<file path="config.mk">
export PLATFORM = sky130hd
export DESIGN_NAME = alu_issue_seq
export DESIGN_NICKNAME = d
export VERILOG_FILES = /design/src/rtl/alu_issue_seq_pkg.sv /design/src/rtl/seq_regfile.sv /design/src/rtl/alu_issue_seq.sv
export SDC_FILE = /design/constraint.sdc
export NUM_CORES = 1
export LEC_CHECK = 0
export CELL_PAD_IN_SITES_DETAIL_PLACEMENT = 1
export CELL_PAD_IN_SITES_GLOBAL_PLACEMENT = 2
export CORE_MARGIN = 10
export CORE_UTILIZATION = 45
export DETAILED_ROUTE_END_ITERATION = 6
export DONT_BUFFER_PORTS = 1
export PLACE_DENSITY = 0.85
export SYNTH_ARGS = -nofsm -noshare
export SYNTH_HDL_FRONTEND = slang
export SYNTH_SLANG_ARGS = --single-unit
</file>
<file path="constraint.sdc">
create_clock -name clk -period 3.9 [get_ports clk]
set_input_delay 0.78 -clock clk [delete_from_list [all_inputs] [get_ports clk]]
set_output_delay 0.78 -clock clk [all_outputs]
set_load 0.005 [all_outputs]
</file>
<file path="src/rtl/alu_issue_seq_pkg.sv">
// rtl/alu_issue_seq_pkg.sv - shared opcodes and FSM states for the ALU issue sequencer
package alu_issue_seq_pkg;

   localparam logic [2:0] OP_ADD = 3'b000;
   localparam logic [2:0] OP_SUB = 3'b001;
   localparam logic [2:0] OP_SHL = 3'b010;
   localparam logic [2:0] OP_SHR = 3'b011;
   localparam logic [2:0] OP_AND = 3'b100;
   localparam logic [2:0] OP_OR  = 3'b101;
   localparam logic [2:0] OP_NOR = 3'b110;
   localparam logic [2:0] OP_XOR = 3'b111;

   typedef enum logic [1:0] {
      ST_IDLE = 2'd0,
      ST_EXEC = 2'd1,
      ST_WB   = 2'd2
   } seq_state_t;

endpackage

</file>
<file path="src/rtl/seq_regfile.sv">
// rtl/seq_regfile.sv - register file: two operand reads, one debug read, one shared write port
module seq_regfile #(
   parameter int DATA_W = 8,
   parameter int NREGS  = 4,
   parameter int RA_W   = 2
) (
   input  logic              clk,
   input  logic              rst_n,
   input  logic [RA_W-1:0]   ra1,
   output logic [DATA_W-1:0] rd1,
   input  logic [RA_W-1:0]   ra2,
   output logic [DATA_W-1:0] rd2,
   input  logic [RA_W-1:0]   dbg_addr,
   output logic [DATA_W-1:0] dbg_data,
   input  logic              ld_en,
   input  logic [RA_W-1:0]   ld_addr,
   input  logic [DATA_W-1:0] ld_data,
   input  logic              wb_en,
   input  logic [RA_W-1:0]   wb_addr,
   input  logic [DATA_W-1:0] wb_data
);

   logic [DATA_W-1:0] rf [NREGS];

   // Single write port; the top only raises ld_en in IDLE and wb_en in WB, so the
   // priority here never actually arbitrates, it just keeps one writer per edge.
   always_ff @(posedge clk) begin
      if (!rst_n) begin
         for (int i = 0; i < NREGS; i++) begin
            rf[i] <= '0;
         end
      end else if (wb_en) begin
         rf[wb_addr] <= wb_data;
      end else if (ld_en) begin
         rf[ld_addr] <= ld_data;
      end
   end

   assign rd1      = rf[ra1];
   assign rd2      = rf[ra2];
   assign dbg_data = rf[dbg_addr];

endmodule

</file>
<file path="src/rtl/alu_issue_seq.sv">
// rtl/alu_issue_seq.sv - operand fetch / issue / write-back sequencer for the registered ALU
module alu_issue_seq
   import alu_issue_seq_pkg::*;
#(
   parameter int DATA_W = 8,
   parameter int NREGS  = 4,
   parameter int RA_W   = 2
) (
   input  logic              clk,
   input  logic              rst_n,
   input  logic              in_valid,
   output logic              in_ready,
   input  logic [2:0]        in_op,
   input  logic [RA_W-1:0]   in_rd,
   input  logic [RA_W-1:0]   in_rs1,
   input  logic [RA_W-1:0]   in_rs2,
   input  logic              ld_en,
   input  logic [RA_W-1:0]   ld_addr,
   input  logic [DATA_W-1:0] ld_data,
   output logic [DATA_W-1:0] alu_a,
   output logic [DATA_W-1:0] alu_b,
   output logic [2:0]        alu_op,
   input  logic [DATA_W-1:0] alu_y,
   output logic              res_valid,
   output logic [DATA_W-1:0] res_data,
   output logic [RA_W-1:0]   res_rd,
   input  logic [RA_W-1:0]   dbg_addr,
   output logic [DATA_W-1:0] dbg_data
);

   seq_state_t        state_q;
   seq_state_t        state_d;
   logic              accept;
   logic [RA_W-1:0]   rd_q;
   logic [DATA_W-1:0] rs1_data;
   logic [DATA_W-1:0] rs2_data;
   logic              rf_ld_en;
   logic              rf_wb_en;

   // External loads only land while idle; they are dropped in EXEC/WB.
   assign rf_ld_en = ld_en && (state_q == ST_IDLE);
   assign rf_wb_en = (state_q == ST_WB);

   seq_regfile #(
      .DATA_W (DATA_W),
      .NREGS  (NREGS),
      .RA_W   (RA_W)
   ) u_regfile (
      .clk      (clk),
      .rst_n    (rst_n),
      .ra1      (in_rs1),
      .rd1      (rs1_data),
      .ra2      (in_rs2),
      .rd2      (rs2_data),
      .dbg_addr (dbg_addr),
      .dbg_data (dbg_data),
      .ld_en    (rf_ld_en),
      .ld_addr  (ld_addr),
      .ld_data  (ld_data),
      .wb_en    (rf_wb_en),
      .wb_addr  (rd_q),
      .wb_data  (alu_y)
   );

   // Next state and handshake: a load in IDLE takes priority over accepting an instruction.
   always_comb begin
      state_d  = state_q;
      in_ready = 1'b0;
      accept   = 1'b0;
      case (state_q)
         ST_IDLE: begin
            in_ready = !ld_en;
            if (in_valid && !ld_en) begin
               accept  = 1'b1;
               state_d = ST_EXEC;
            end
         end
         ST_EXEC: state_d = ST_WB;
         ST_WB:   state_d = ST_IDLE;
         default: state_d = ST_IDLE;
      endcase
   end

   // State register.
   always_ff @(posedge clk) begin
      if (!rst_n) begin
         state_q <= ST_IDLE;
      end else begin
         state_q <= state_d;
      end
   end

   // Issue registers: operands are fetched at accept and held until the next accept.
   always_ff @(posedge clk) begin
      if (!rst_n) begin
         alu_a  <= '0;
         alu_b  <= '0;
         alu_op <= '0;
         rd_q   <= '0;
      end else if (accept) begin
         alu_a  <= rs1_data;
         alu_b  <= rs2_data;
         alu_op <= in_op;
         rd_q   <= in_rd;
      end
   end

   // Result registers: res_valid pulses for the IDLE cycle after WB; data/rd hold afterwards.
   always_ff @(posedge clk) begin
      if (!rst_n) begin
         res_valid <= 1'b0;
         res_data  <= '0;
         res_rd    <= '0;
      end else begin
         res_valid <= rf_wb_en;
         if (rf_wb_en) begin
            res_data <= alu_y;
            res_rd   <= rd_q;
         end
      end
   end

endmodule

</file>
## After elaboration in Yosys (flattened, before gate mapping)

Memory sizes are Yosys's and may differ from the RTL's. A register that Yosys moved wholly into a read port is not among the register bits.
Index checks and enable logic that the tools add are counted.

| cells by class | value |
|---|---|
| reductions and logical operators | 8 |
| equal/unequal tests | 3 |
| muxes and demuxes | 19 |

Operator list:

| operator | number |
|---|---|
| $mux W8 | 2 |
| $reduce_or A8 Y1 | 2 |
| $mux W1 | 13 |
| $mux W2 | 3 |
| $pmux W2 S2 | 1 |
| $logic_not A1 Y1 | 3 |
| $eq A2 B1 Y1 const B | 1 |
| $eq A2 B2 Y1 const B | 1 |
| $logic_and A1 B1 Y1 | 2 |
| $logic_not A2 Y1 | 1 |
| $ne A2 B1 Y1 const B | 1 |

| word-level totals | value |
|---|---|
| output and inout bits | 39 |
| memories | 1 |
| word-level logic and storage cells | 37 |
| memory bits (writable) | 32 |
| flip-flop bits (word level) | 18 |
| input bits | 33 |

Memory list:

| name | depth | width | rd ports | clocked after Yosys merged registers in | write ports | line | source |
|---|---|---|---|---|---|---|---|
| u_regfile.rf | 4 | 8 | 3 | 2 | 4 | seq_regfile.sv:23 | `logic [DATA_W-1:0] rf [NREGS];` |

## Depth between registers and ports, before layout

| depth | value |
|---|---|
| depth in word-level cells | 8 |
| mapped depth | 6 |
| gate-level depth less buffers | 3 |

## By module

A second synthesis with hierarchy kept.

| unflattened totals | value |
|---|---|
| cells, all modules | 288 |
| area total of the unflattened synthesis | 3211.8 µm² |

Modules (own cells, without submodules):

| module | cells an instance | instances | area an instance (µm²) | sequential area each (µm²) |
|---|---|---|---|---|
| seq_regfile | 140 | 1 | 1959.4 | 960.9 |
| alu_issue_seq | 148 | 1 | 1252.5 | 680.7 |

## Worst setup path before layout

No wires, ideal clock.

| timing path | value |
|---|---|
| kind | input-to-reg |
| from | in ld_addr[0] |
| to | mem u_regfile.rf[0][0], enable pin |
| required time | 3516 ps |
| slack | 1506 ps |
| arrival time | 2010 ps |
| stages on the path | 3 |
| setup time | 384 ps |
| path buffers | 0 |
| cell sequence | nor3b_1 -> o21ai_1 -> o21ai_0 |

RTL lines:

| element | line | source |
|---|---|---|
| start, declared | alu_issue_seq.sv:18 | `input logic [RA_W-1:0] ld_addr,` |
| end, declared | seq_regfile.sv:23 |  |

==> flow_summary.ini <==
[synth]
yosys.area.top_type = edfxtp_1
synthDistinctLibCells = 33
synth.avg_cell_area_um2 = 12.7
syn-num-nets = 283
ys_top_cells_by_area = edfxtp_1 30%, dfxtp_1 21%, mux4_2 17%, nand2_1 3.5%, a22o_1 3.0%
yosysSeqAreaShare = 0.517
netlist.area_leader.share = 0.302
synthCells = 250
ys_async_sr_fraction = 0
synthFlopType = dfxtp_1
synth_edf_count = 32
yosysWarnings = 0
synth-seq-cells = 66
syn_area_um2 = 3180

[routing]
drtAntennaViolNets = 0
wl_per_cell_um = 21.8
drtIter0Drc = 71
postRouteWirelength_um = 7440
route.detailed.drc = 0
vias_per_cell = 5.73
first_pass_iters = 4
vias = 1961

[finish]
antennaDiodeCount = 0
layout.nets = 274
layout_commonest_cell = dfxtp_1
layout-drive-gt1-share = 0.191
fillers = 712
final_cell_mix = 34 x dfxtp_1, 32 x edfxtp_1, 30 x nand2_1
finalNonFillerCells = 342
synthToLayoutAreaGrowth_pct = 5.71

[power]
p_per_area_nw_per_um2 = 435
comb_power_share = 0.080
swShare = 0.238
power_leakage_nw = 1.18
p_sw_w = 0.000347
p_total_w = 0.00146
power.share.clock = 0.380
p_int_w = 0.00111
power_frac_seq = 0.541
vdd_drop_max_v = 0.000216

[timing]
final_max_slew_viol_count = 0
slew_headroom = 0.272
post-route-period-util = 0.731
tns_ps = 0
skew_ps = 8.06
fin_ws_ps = 1050
setup_viol = 0
tightest_slew_ps = 1090
fmax_mhz = 351
grt_setup_unrepaired = no
finalHoldViolations = 0
period_needed_ps = 2850

[critical_path]
ff2ff_path_depth = 3
cp_slowest_stage_delay_ps = 870
critPathMaxFanout = 27
end_kind = register
rrSetupSlack_ps = 1050
path_class = register to register
cp_data_arrival_time_ps = 2780
r2r_end = u_regfile.rf[0][5]$_SDFFCE_PN0P_
cp_slowest_cell = o21ai_1
startpoint = state_q[1]$_SDFFE_PN0P_
cp.required_ps = 3830
reg2reg_from = state_q[1]$_SDFFE_PN0P_
cp_cell_sequence = nor3b_1, o21ai_1, o21ai_0
cp-start-kind = register

[worst_hold_path]
hold_start = res_data[3]$_SDFFE_PN0P_
min_delay_worst_endpoint = res_data[3]$_SDFFE_PN0P_
hold_class = register to register
hold_depth = 2

[grt]
grtUsageTotal = 0.141
grt_overflow_total = 0
grt_pass1_wl_um = 12100
antenna_found_initial = 0
grt_max_degree = 28
grt_pass1_vias = 2076

[floorplan]
io_pins = 72
die_x_um = 104
start_util = 0.465
row_count = 30
die-area_um2 = 10800
die_height_um = 104
coreArea_um2 = 6830

[place]
place.gp.congestion = 0.776
place_ws_ps = 1010
io_buffer_count = 0
dp_cells = 326
hpwlAfterDp_um = 5870

[clock_tree]
cts_tree = yes
ctsResizeCount = 0
clkTransAtPathRegs_ps = 70
ctsHoldBuffers = 0
clockRootBuffer = clkbuf_8
clk_path_buf_depth = 2
clk_latency_ps = 350
post-cts-setup-buffer-count = 0
cts_sinks = 66
cts_buffers = 9
h-tree-depth = 3

[outcome]
outcome = completed

[flow_run]
cap_violations = 0
[cell usage after synthesis (2+ instances only)]
| cell | instances |
|---|---|
| edfxtp_1 | 32 |
| buf_2 | 2 |
| dfxtp_1 | 34 |
| a21o_1 | 8 |
| nor2b_1 | 9 |
| nor3_1 | 17 |
| buf_8 | 2 |
| inv_1 | 8 |
| a22o_2 | 4 |
| mux4_2 | 24 |
| and2_1 | 3 |
| nand2_1 | 30 |
| a21boi_0 | 10 |
| nor2_1 | 9 |
| nand3b_1 | 8 |
| o21ai_0 | 2 |
| o21ai_1 | 2 |
| a22o_1 | 11 |
| buf_6 | 4 |
| nor3b_1 | 2 |
| clkbuf_1 | 8 |
| buf_1 | 6 |
| mux2i_1 | 5 |
[worst max path at each step]
| stage | end | slack [ps] |
|---|---|---|
| finish | u_regfile.rf[0][5]$_SDFFCE_PN0P_ | 1050 |
| global route | u_regfile.rf[1][2]$_SDFFCE_PN0P_ | 610 |
| CTS | u_regfile.rf[0][5]$_SDFFCE_PN0P_ | 1010 |
| detailed placement | u_regfile.rf[0][5]$_SDFFCE_PN0P_ | 1010 |
| global placement | u_regfile.rf[0][6]$_SDFFCE_PN0P_ | 1170 |
| floorplan | u_regfile.rf[0][0]$_SDFFCE_PN0P_ | 1510 |
[power groups by stage]
| stage | clock network [W] | logic (W) | registers [W] |
|---|---|---|---|
| floorplan | 0 | 0.000120 | 0.000791 |
| global placement | 0 | 0.000114 | 0.000802 |
| detailed placement | 0 | 0.000118 | 0.000805 |
| CTS | 0.000565 | 0.000119 | 0.000789 |
| global route | 0.000592 | 0.000128 | 0.000794 |
| finish | 0.000554 | 0.000116 | 0.000789 |
[critical path: cells and delay by family, from the launching register on]
| family | cells | cell delay [ps] |
|---|---|---|
| flops | 1 | 800 |
| compound gates | 2 | 1520 |
| simple gates | 1 | 120 |
[layout make-up]
class	instances	area, um^2	share of cell area
clock buffer	9	124	0.0369
clock inverter	7	60.1	0.0179
inverter	8	30.0	0.00894
multi-input combinational	154	1370	0.407
sequential	66	1640	0.489
tap	96	120	0.0358
timing repair buffer	2	15.0	0.00447
[registers in the layout (all words and copies together) (netlist names)]
name          cells
alu_a             8
state_q           2
u_regfile.rf     32
res_rd            2
rd_q              2
alu_op            3
res_data          8
alu_b             8
res_valid         1
[cell families (layout without fill, tap and decap cells)]
kind of cell | count (synthesis) | after routing | share of synthesized area
mux | 29 | 29 | 0.186
simple gates | 83 | 83 | 0.137
flops | 66 | 66 | 0.517
compound gates | 42 | 42 | 0.107
buf+inv | 30 | 26 | 0.0528
[per-layer routing]
metal / vias to the layer above / wire, um / GRT usage
met1: 961 / 2950 / 0.150
met4: 0 / 163 / 0.0746
met5: - / 0 / 0
met3: 13 / 843 / 0.0743
li1: 911 / - / -
met2: 76 / 3490 / 0.224
[stage by stage]
step	hold WS (ps)	util	area (um^2)
6_report	495	0.492	3360
5_1_grt	528	0.492	3360
4_1_cts	503	0.492	3360
3_5_place_dp	494	0.465	3170
3_3_place_gp	479	0.465	3170
2_1_floorplan	454	-	3180
No activity file was read; power rests on OpenSTA's default activity.
